### config.mk
export PLATFORM = sky130hd
export DESIGN_NAME = reservoir_input_masker
export DESIGN_NICKNAME = d
export VERILOG_FILES = /design/src/rtl/reservoir_input_masker.sv
export SDC_FILE = /design/constraint.sdc
export NUM_CORES = 1
export LEC_CHECK = 0
export ABC_CLOCK_PERIOD_IN_PS = 8700
export CAP_MARGIN = 40
export CORE_AREA = 2 2 222 224
export CTS_CLUSTER_DIAMETER = 200
export DETAILED_ROUTE_END_ITERATION = 8
export DIE_AREA = 0 0 224 226
export HOLD_SLACK_MARGIN = 0.03
export SYNTH_ARGS = -nofsm -noshare
export SYNTH_HDL_FRONTEND = slang
export SYNTH_SLANG_ARGS = --single-unit
### constraint.sdc
create_clock -name clk -period 8.7 [get_ports clk]
set_input_delay 1.74 -clock clk [delete_from_list [all_inputs] [get_ports clk]]
set_output_delay 1.74 -clock clk [all_outputs]
set_load 0.1 [all_outputs]
### src/rtl/reservoir_input_masker.sv
// Feeds one input sample into the reservoir as VIRTUAL_NODES masked updates,
// handshaking each node with res_en / res_valid.
module reservoir_input_masker #(
  parameter int VIRTUAL_NODES = 10,
  parameter int DATA_WIDTH    = 32,
  parameter int SAMPLE_WIDTH  = 16,
  parameter int MASK_WIDTH    = 16,
  localparam int AW = (VIRTUAL_NODES > 1) ? $clog2(VIRTUAL_NODES) : 1
) (
  input  logic                    clk,
  input  logic                    rst,
  input  logic                    s_valid,
  output logic                    s_ready,
  input  logic [SAMPLE_WIDTH-1:0] s_data,
  input  logic                    mask_we,
  input  logic [AW-1:0]           mask_addr,
  input  logic [MASK_WIDTH-1:0]   mask_wdata,
  output logic                    mask_wr_err,
  output logic [DATA_WIDTH-1:0]   res_din,
  output logic                    res_en,
  input  logic                    res_valid,
  output logic [AW-1:0]           node_idx,
  output logic                    busy,
  output logic                    sample_done
);

  localparam int SHIFT = DATA_WIDTH - SAMPLE_WIDTH - MASK_WIDTH;

  typedef enum logic [1:0] {
    ST_IDLE,
    ST_MULT,
    ST_ISSUE,
    ST_WAIT
  } state_t;

  state_t                          state_q, state_d;
  logic [AW-1:0]                   k_q, k_d;
  logic [SAMPLE_WIDTH-1:0]         s_data_q, s_data_d;
  logic [DATA_WIDTH-1:0]           res_din_q, res_din_d;
  logic [MASK_WIDTH-1:0]           mask_q [VIRTUAL_NODES];
  logic [MASK_WIDTH-1:0]           mask_d [VIRTUAL_NODES];
  logic                            mask_wr_err_q, mask_wr_err_d;

  logic                            last_node;
  logic                            addr_ok;
  logic                            wr_ok;
  logic [MASK_WIDTH-1:0]           mask_sel;
  logic [SAMPLE_WIDTH+MASK_WIDTH-1:0] product;

  // State register and all datapath flops
  always_ff @(posedge clk or posedge rst) begin
    if (rst) begin
      state_q       <= ST_IDLE;
      k_q           <= '0;
      s_data_q      <= '0;
      res_din_q     <= '0;
      mask_wr_err_q <= 1'b0;
      for (int unsigned i = 0; i < VIRTUAL_NODES; i++) begin
        mask_q[i] <= '0;
      end
    end else begin
      state_q       <= state_d;
      k_q           <= k_d;
      s_data_q      <= s_data_d;
      res_din_q     <= res_din_d;
      mask_wr_err_q <= mask_wr_err_d;
      mask_q        <= mask_d;
    end
  end

  assign last_node = (k_q == AW'(VIRTUAL_NODES - 1));

  // Next-state logic
  always_comb begin
    state_d = state_q;
    case (state_q)
      ST_IDLE:  if (s_valid) state_d = ST_MULT;
      ST_MULT:  state_d = ST_ISSUE;
      ST_ISSUE: if (res_valid) state_d = ST_WAIT;
      ST_WAIT:  if (res_valid) state_d = last_node ? ST_IDLE : ST_MULT;
      default:  state_d = ST_IDLE;
    endcase
  end

  // Datapath: sample capture, node counter, masked product, mask table
  always_comb begin
    k_d       = k_q;
    s_data_d  = s_data_q;
    res_din_d = res_din_q;

    mask_sel = '0;
    for (int unsigned i = 0; i < VIRTUAL_NODES; i++) begin
      if (k_q == AW'(i)) mask_sel = mask_q[i];
    end
    product = s_data_q * mask_sel;

    if (state_q == ST_IDLE && s_valid) begin
      s_data_d = s_data;
      k_d      = '0;
    end
    if (state_q == ST_MULT) begin
      res_din_d = DATA_WIDTH'(product) << SHIFT;
    end
    if (state_q == ST_WAIT && res_valid && !last_node) begin
      k_d = k_q + 1'b1;
    end

    // Writes land at the accept edge, so a same-cycle sample sees them in MULT
    addr_ok = (32'(mask_addr) < 32'(VIRTUAL_NODES));
    wr_ok   = mask_we && (state_q == ST_IDLE) && addr_ok;
    for (int unsigned i = 0; i < VIRTUAL_NODES; i++) begin
      mask_d[i] = mask_q[i];
      if (wr_ok && mask_addr == AW'(i)) mask_d[i] = mask_wdata;
    end
    mask_wr_err_d = mask_we && !wr_ok;
  end

  // Output logic
  always_comb begin
    s_ready     = (state_q == ST_IDLE);
    busy        = (state_q != ST_IDLE);
    res_en      = (state_q == ST_ISSUE) && res_valid;
    sample_done = (state_q == ST_WAIT) && res_valid && last_node;
  end

  assign res_din     = res_din_q;
  assign node_idx    = k_q;
  assign mask_wr_err = mask_wr_err_q;

endmodule

==> results of run 1 <==
-- metrics by stage --
step	cell area, sq um	hold WS, ns	util (%)	cells
2_1_floorplan	18070	0.4716	-	1690
3_3_place_gp	19440	0.4709	40.21	2329
3_5_place_dp	20360	0.4763	42.12	2380
4_1_cts	21180	0.4900	43.82	2426
5_1_grt	21190	0.5018	43.84	2426
6_report	21190	0.4863	43.84	2426
-- synth_stat cells (6+ instances only) --
cell type  number
buf_2          20
clkbuf_1       32
nand4_1         6
nor2_1         38
inv_1         244
dfrtp_1       215
o21ai_1         9
o21ai_0        30
a22oi_1        29
a21o_1         13
a221oi_1        8
nand3_1         8
a221o_1        14
o21bai_1        8
a221oi_2        9
o22ai_1        15
buf_6           6
nand2b_1        8
xnor2_1        15
xor2_1          9
nor2_2         14
mux2_2        197
buf_4          13
ha_1          112
fa_1          194
a21oi_1        40
nand2_1       166
and2_1        124
buf_1          18
-- flip-flops by register name, indices dropped and copies added, names as in the netlist --
| signal | count |
|---|---|
| mask_q | 160 |
| mask_wr_err | 1 |
| node_idx | 4 |
| res_din | 32 |
| s_data_q | 16 |
| state_q | 2 |
-- kinds of logic after synthesis --
| group | after synthesis | share of synthesized area, % |
|---|---|---|
| compound gates | 214 | 8.619 |
| xor+xnor | 24 | 1.163 |
| fa+ha+maj | 306 | 29.24 |
| buf+inv | 337 | 7.691 |
| flops | 215 | 29.77 |
| mux | 198 | 12.33 |
| simple gates | 396 | 11.19 |
-- metal layers --
metal	vias up	track usage [%]
met5	-	0
li1	5716	-
met2	219	30.70
met4	0	5.376
met3	78	1.861
met1	6331	23.18
-- cell type report --
cell class,count,area [sq um],share of cell area [%]
tap,622,778.2,3.672
clock inverter,9,118.9,0.5609
timing repair buffer,160,1946,9.181
sequential,215,5380,25.39
inverter,245,927.1,4.375
clock buffer,37,700.7,3.306
multi-input combinational,1138,11340,53.52
-- path summary, 6_finish.rpt --
| kind | from | endpoint | slack [ns] | cells past startpoint |
|---|---|---|---|---|
| max | node_idx[1]$_DFFE_PP0P_ | res_din[21]$_DFFE_PP0N_ | 0.51 | 29 |
| min | res_din[6]$_DFFE_PP0N_ | res_din[6]$_DFFE_PP0N_ | 0.49 | 1 |
| max reg2reg | node_idx[1]$_DFFE_PP0P_ | res_din[21]$_DFFE_PP0N_ | 0.51 | 29 |
| min reg2reg | res_din[6]$_DFFE_PP0N_ | res_din[6]$_DFFE_PP0N_ | 0.49 | 1 |
| max in group asynchronous | rst | mask_q[157]$_DFFE_PP0P_ | 5.71 | 4 |
| min in group asynchronous | rst | s_data_q[3]$_DFFE_PP0P_ | 1.52 | 2 |
==> impl_metrics.json, run 1 <==
{
  "run_status": "finished clean",
  "ctsRootBufferMaster": "clkbuf_16",
  "wl_per_cell_um": 17.79,
  "worst_pin_slew_ns": 0.8322,
  "ys_top_cells_by_area": "dfrtp_1, fa_1, mux2_2, ha_1, inv_1",
  "grt_max_degree": 94,
  "critical_path_required_ns": 9.15,
  "antenna_found_initial": 0,
  "core_region_area_sq_mm": 0.04834,
  "n_antenna_cell": 0,
  "cts_max_level": 1,
  "synth_largest_area_cell": "dfrtp_1",
  "timing.setup.tns_ns": 0,
  "dr.max_layer_used": "met4",
  "cts_hold_buf": 0,
  "place_congestion": 0.8446,
  "layout_common_cells": "inv_1, dfrtp_1, mux2_2",
  "post_cts_resized": 0,
  "cts_tree": "done",
  "nets": 2132,
  "syn_nets": 2037,
  "drt_iter0_markers": 599,
  "grt_pass1_vias": 13380,
  "end_kind": "register",
  "dp_slack_ns": 0.4002,
  "drt_wl_total_um": 43160,
  "vias": 12340,
  "ys_seq_area_share_pct": 29.77,
  "die-area_sq_mm": 0.05062,
  "die_height_um": 226,
  "io_buffers": 81,
  "finClkSkew_ns": 0.02820,
  "grt_pass1_wl_um": 71400,
  "period_share_pct": 94.15,
  "mostFrequentLayoutCell": "inv_1",
  "clkLatencyLatePin_ns": 0.58,
  "grt_overflow": 0,
  "cts_sinks": 215,
  "finalMaxSlewViolations": 0,
  "path_buf_inv": 5,
  "crit_slowest_cell": "nor2_2",
  "max_slew_margin_pct": 44.52,
  "groute.usage.overall_pct": 17.64,
  "cp_top_family": "adder cells",
  "ys_seq_elements": 215,
  "clkTransAtPathRegs_ns": 0.06,
  "synth-edff-count": 0,
  "boundaryPins": 82,
  "syn_to_final_growth_pct": 17.25,
  "synthFlopType": "dfrtp_1",
  "setup_viol": 0,
  "worstSetupStartpointType": "register",
  "yosysUniqueCellTypes": 74,
  "cp_data_arrival_time_ns": 8.64,
  "ant_nets": 0,
  "drc": 0,
  "syn_inst": 1690,
  "min_path_type": "reg -> reg",
  "crit_type": "reg -> reg",
  "synth_area_sq_mm": 0.01807,
  "drive_gt1_share_pct": 20.01,
  "crit_fanout": 16,
  "firstDrtPassIters": 4,
  "wl_met1_um": 19370,
  "initial_core_util_pct": 37.39,
  "clock.fmax_ghz": 0.1221,
  "fin_ws_ns": 0.5092,
  "die_w_um": 224,
  "rsz0062_at_grt": "false",
  "cts_buffers": 25,
  "finalWorstPathRequiredPeriod_ns": 8.191,
  "clockBufferDepth": 3,
  "max_stage_delay_ns": 0.57,
  "postCtsSetupRepairBufs": 0,
  "wl_met2_um": 21240,
  "syn_area_per_cell_sq_um": 10.69,
  "via_per_inst": 5.088,
  "fillers": 4533,
  "synth_top_area_share_pct": 29.77,
  "synth_warnings": 0,
  "maxCapViolations": 0,
  "num_rows": 81,
  "dpl.hpwl_um": 33250,
  "async_reset_ff_share_pct": 100.0,
  "cp_common_cell": "fa_1",
  "wl_met3_um": 1271,
  "report.final.hold_viol_count": 0
}
Power of run 1 is left out: the tool's default activity adds up to more than one toggle a clock period on the data nets, which glitch-free logic cannot reach.
==> run 2: changes to the inputs <==
ABC_CLOCK_PERIOD_IN_PS = 9100   (was 8700)
CAP_MARGIN = not set   (was 40)
clock period = 9.1 ns   (was 8.7 ns; I/O delays follow)
==> impl_metrics.json, run 2 (same netlist as run 1, synthesis figures left out) <==
{
  "run_status": "finished clean",
  "fillers": 4557,
  "cp_common_cell": "fa_1",
  "place_congestion": 0.8228,
  "regArea_sq_mm": 0.005380,
  "clkTransAtPathRegs_ns": 0.06,
  "nets": 2076,
  "vias": 11970,
  "post-route-util_pct": 42.01,
  "cts_max_level": 1,
  "dpl.hpwl_um": 32010,
  "drt_iter0_markers": 538,
  "die_w_um": 224,
  "largest_register_ffs": 160,
  "clkLatencyLatePin_ns": 0.58,
  "grt_pass1_vias": 12920,
  "grt_max_degree": 123,
  "end_kind": "register",
  "boundaryPins": 82,
  "crit_type": "reg -> reg",
  "rsz0062_at_grt": "false",
  "firstDrtPassIters": 5,
  "crit_slowest_cell": "nor4b_4",
  "ctsRootBufferMaster": "clkbuf_16",
  "period_share_pct": 93.19,
  "cts_sinks": 215,
  "worstSetupStartpointType": "register",
  "wl_per_cell_um": 17.37,
  "core_region_area_sq_mm": 0.04834,
  "die_height_um": 226,
  "stdcell_count": 2371,
  "ant_nets": 0,
  "finalWorstPathRequiredPeriod_ns": 8.480,
  "mostFrequentLayoutCell": "inv_1",
  "min_path_type": "reg -> reg",
  "crit_fanout": 16,
  "clock.fmax_ghz": 0.1179,
  "syn_to_final_growth_pct": 12.38,
  "clockBufferDepth": 3,
  "cts_tree": "done",
  "grt_overflow": 0,
  "multiInputGateArea_sq_mm": 0.01134,
  "die-area_sq_mm": 0.05062,
  "finClkSkew_ns": 0.01049,
  "max_stage_delay_ns": 0.64,
  "critical_path_required_ns": 9.56,
  "drt_wl_total_um": 41180,
  "maxCapViolations": 0,
  "via_per_inst": 5.049,
  "placed_cells": 2323,
  "antenna_found_initial": 0,
  "cp_data_arrival_time_ns": 8.94,
  "drc": 0,
  "layout_common_cells": "inv_1, dfrtp_1, mux2_2",
  "initial_core_util_pct": 37.39,
  "groute.usage.overall_pct": 16.85,
  "cts_hold_buf": 0,
  "cts_buffers": 26,
  "drive_gt1_share_pct": 17.84,
  "num_rows": 81,
  "finalMaxSlewViolations": 0,
  "timing.setup.tns_ns": 0,
  "io_buffers": 81,
  "n_antenna_cell": 0,
  "largest_register": "mask_q",
  "worst_pin_slew_ns": 1.014,
  "report.final.hold_viol_count": 0,
  "setup_viol": 0,
  "max_slew_margin_pct": 32.18,
  "grt_pass1_wl_um": 68630
}
[run 2: cell types whose count changed in the layout (fill, tap and decap cells not counted), moves of 2 or more]
cell | previous run | this run
buf_8 | 37 | 0
buf_16 | 13 | 0
buf_4 | 28 | 22
clkbuf_1 | 9 | 3
clkbuf_8 | 3 | 7
clkinv_2 | 3 | 5
[run 2: cell type report]
cell class              instances  area share, %
inverters                     245          4.565
multi-input cells            1138          55.84
repair buffers                103          4.805
well taps                     622          3.832
clock inverters                12         0.7392
flip-flops and latches        215          26.49
clock buffers                  36          3.733
[run 2: worst max-delay path: cells and delay by family, from the launching register on]
family,cells,cell delay (ns)
simple gates,5,1.60
fa+ha+maj,8,3.67
flops,1,0.43
compound gates,10,2.14
buf+inv,5,0.51
[run 2: worst paths after layout]
check	start	to	slack (ns)	cells after the start
max in group asynchronous	rst	mask_q[108]$_DFFE_PP0P_	5.94	3
worst max register to register	node_idx[1]$_DFFE_PP0P_	res_din[30]$_DFFE_PP0N_	0.62	28
worst max-delay path	node_idx[1]$_DFFE_PP0P_	res_din[30]$_DFFE_PP0N_	0.62	28
worst min-delay path	res_din[6]$_DFFE_PP0N_	res_din[6]$_DFFE_PP0N_	0.49	1
min in group asynchronous	rst	res_din[0]$_DFFE_PP0N_	1.84	2
worst min register to register	res_din[6]$_DFFE_PP0N_	res_din[6]$_DFFE_PP0N_	0.49	1
[run 2: stage by stage]
| step | instance area [sq um] | hold WS [ns] | worst slack [ns] |
|---|---|---|---|
| global placement | 19390 | 0.4705 | 0.5805 |
| CTS | 20300 | 0.4932 | 0.4610 |
| finish | 20310 | 0.4886 | 0.6199 |
| detailed placement | 19390 | 0.4780 | 0.4689 |
| global route | 20310 | 0.5114 | 0.04216 |
| floorplan | 18070 | 0.4716 | 1.105 |
[run 2: per-layer routing]
metal	vias to the layer above	GRT usage, %	share of wire (%)
met2	185	30.65	51
met5	-	0	0
met4	0	4.495	2.3
li1	5600	-	-
met1	6124	21.03	44
met3	61	2.147	3.2
[run 2: what timing repair did]
action / 4_1_cts / 5_1_grt
endpoints found under the setup margin: 0 / 3
gates resized for setup: 0 / 2
setup buffers: 0 / 0
Power of run 2 is left out for the same reason.
==> run 3: changes to the inputs <==
ABC_CLOCK_PERIOD_IN_PS = not set   (was 9100)
==> results of run 3 <==
Final layout, timing and power as in run 2 (identical DEF).
Power of run 3 is left out for the same reason.
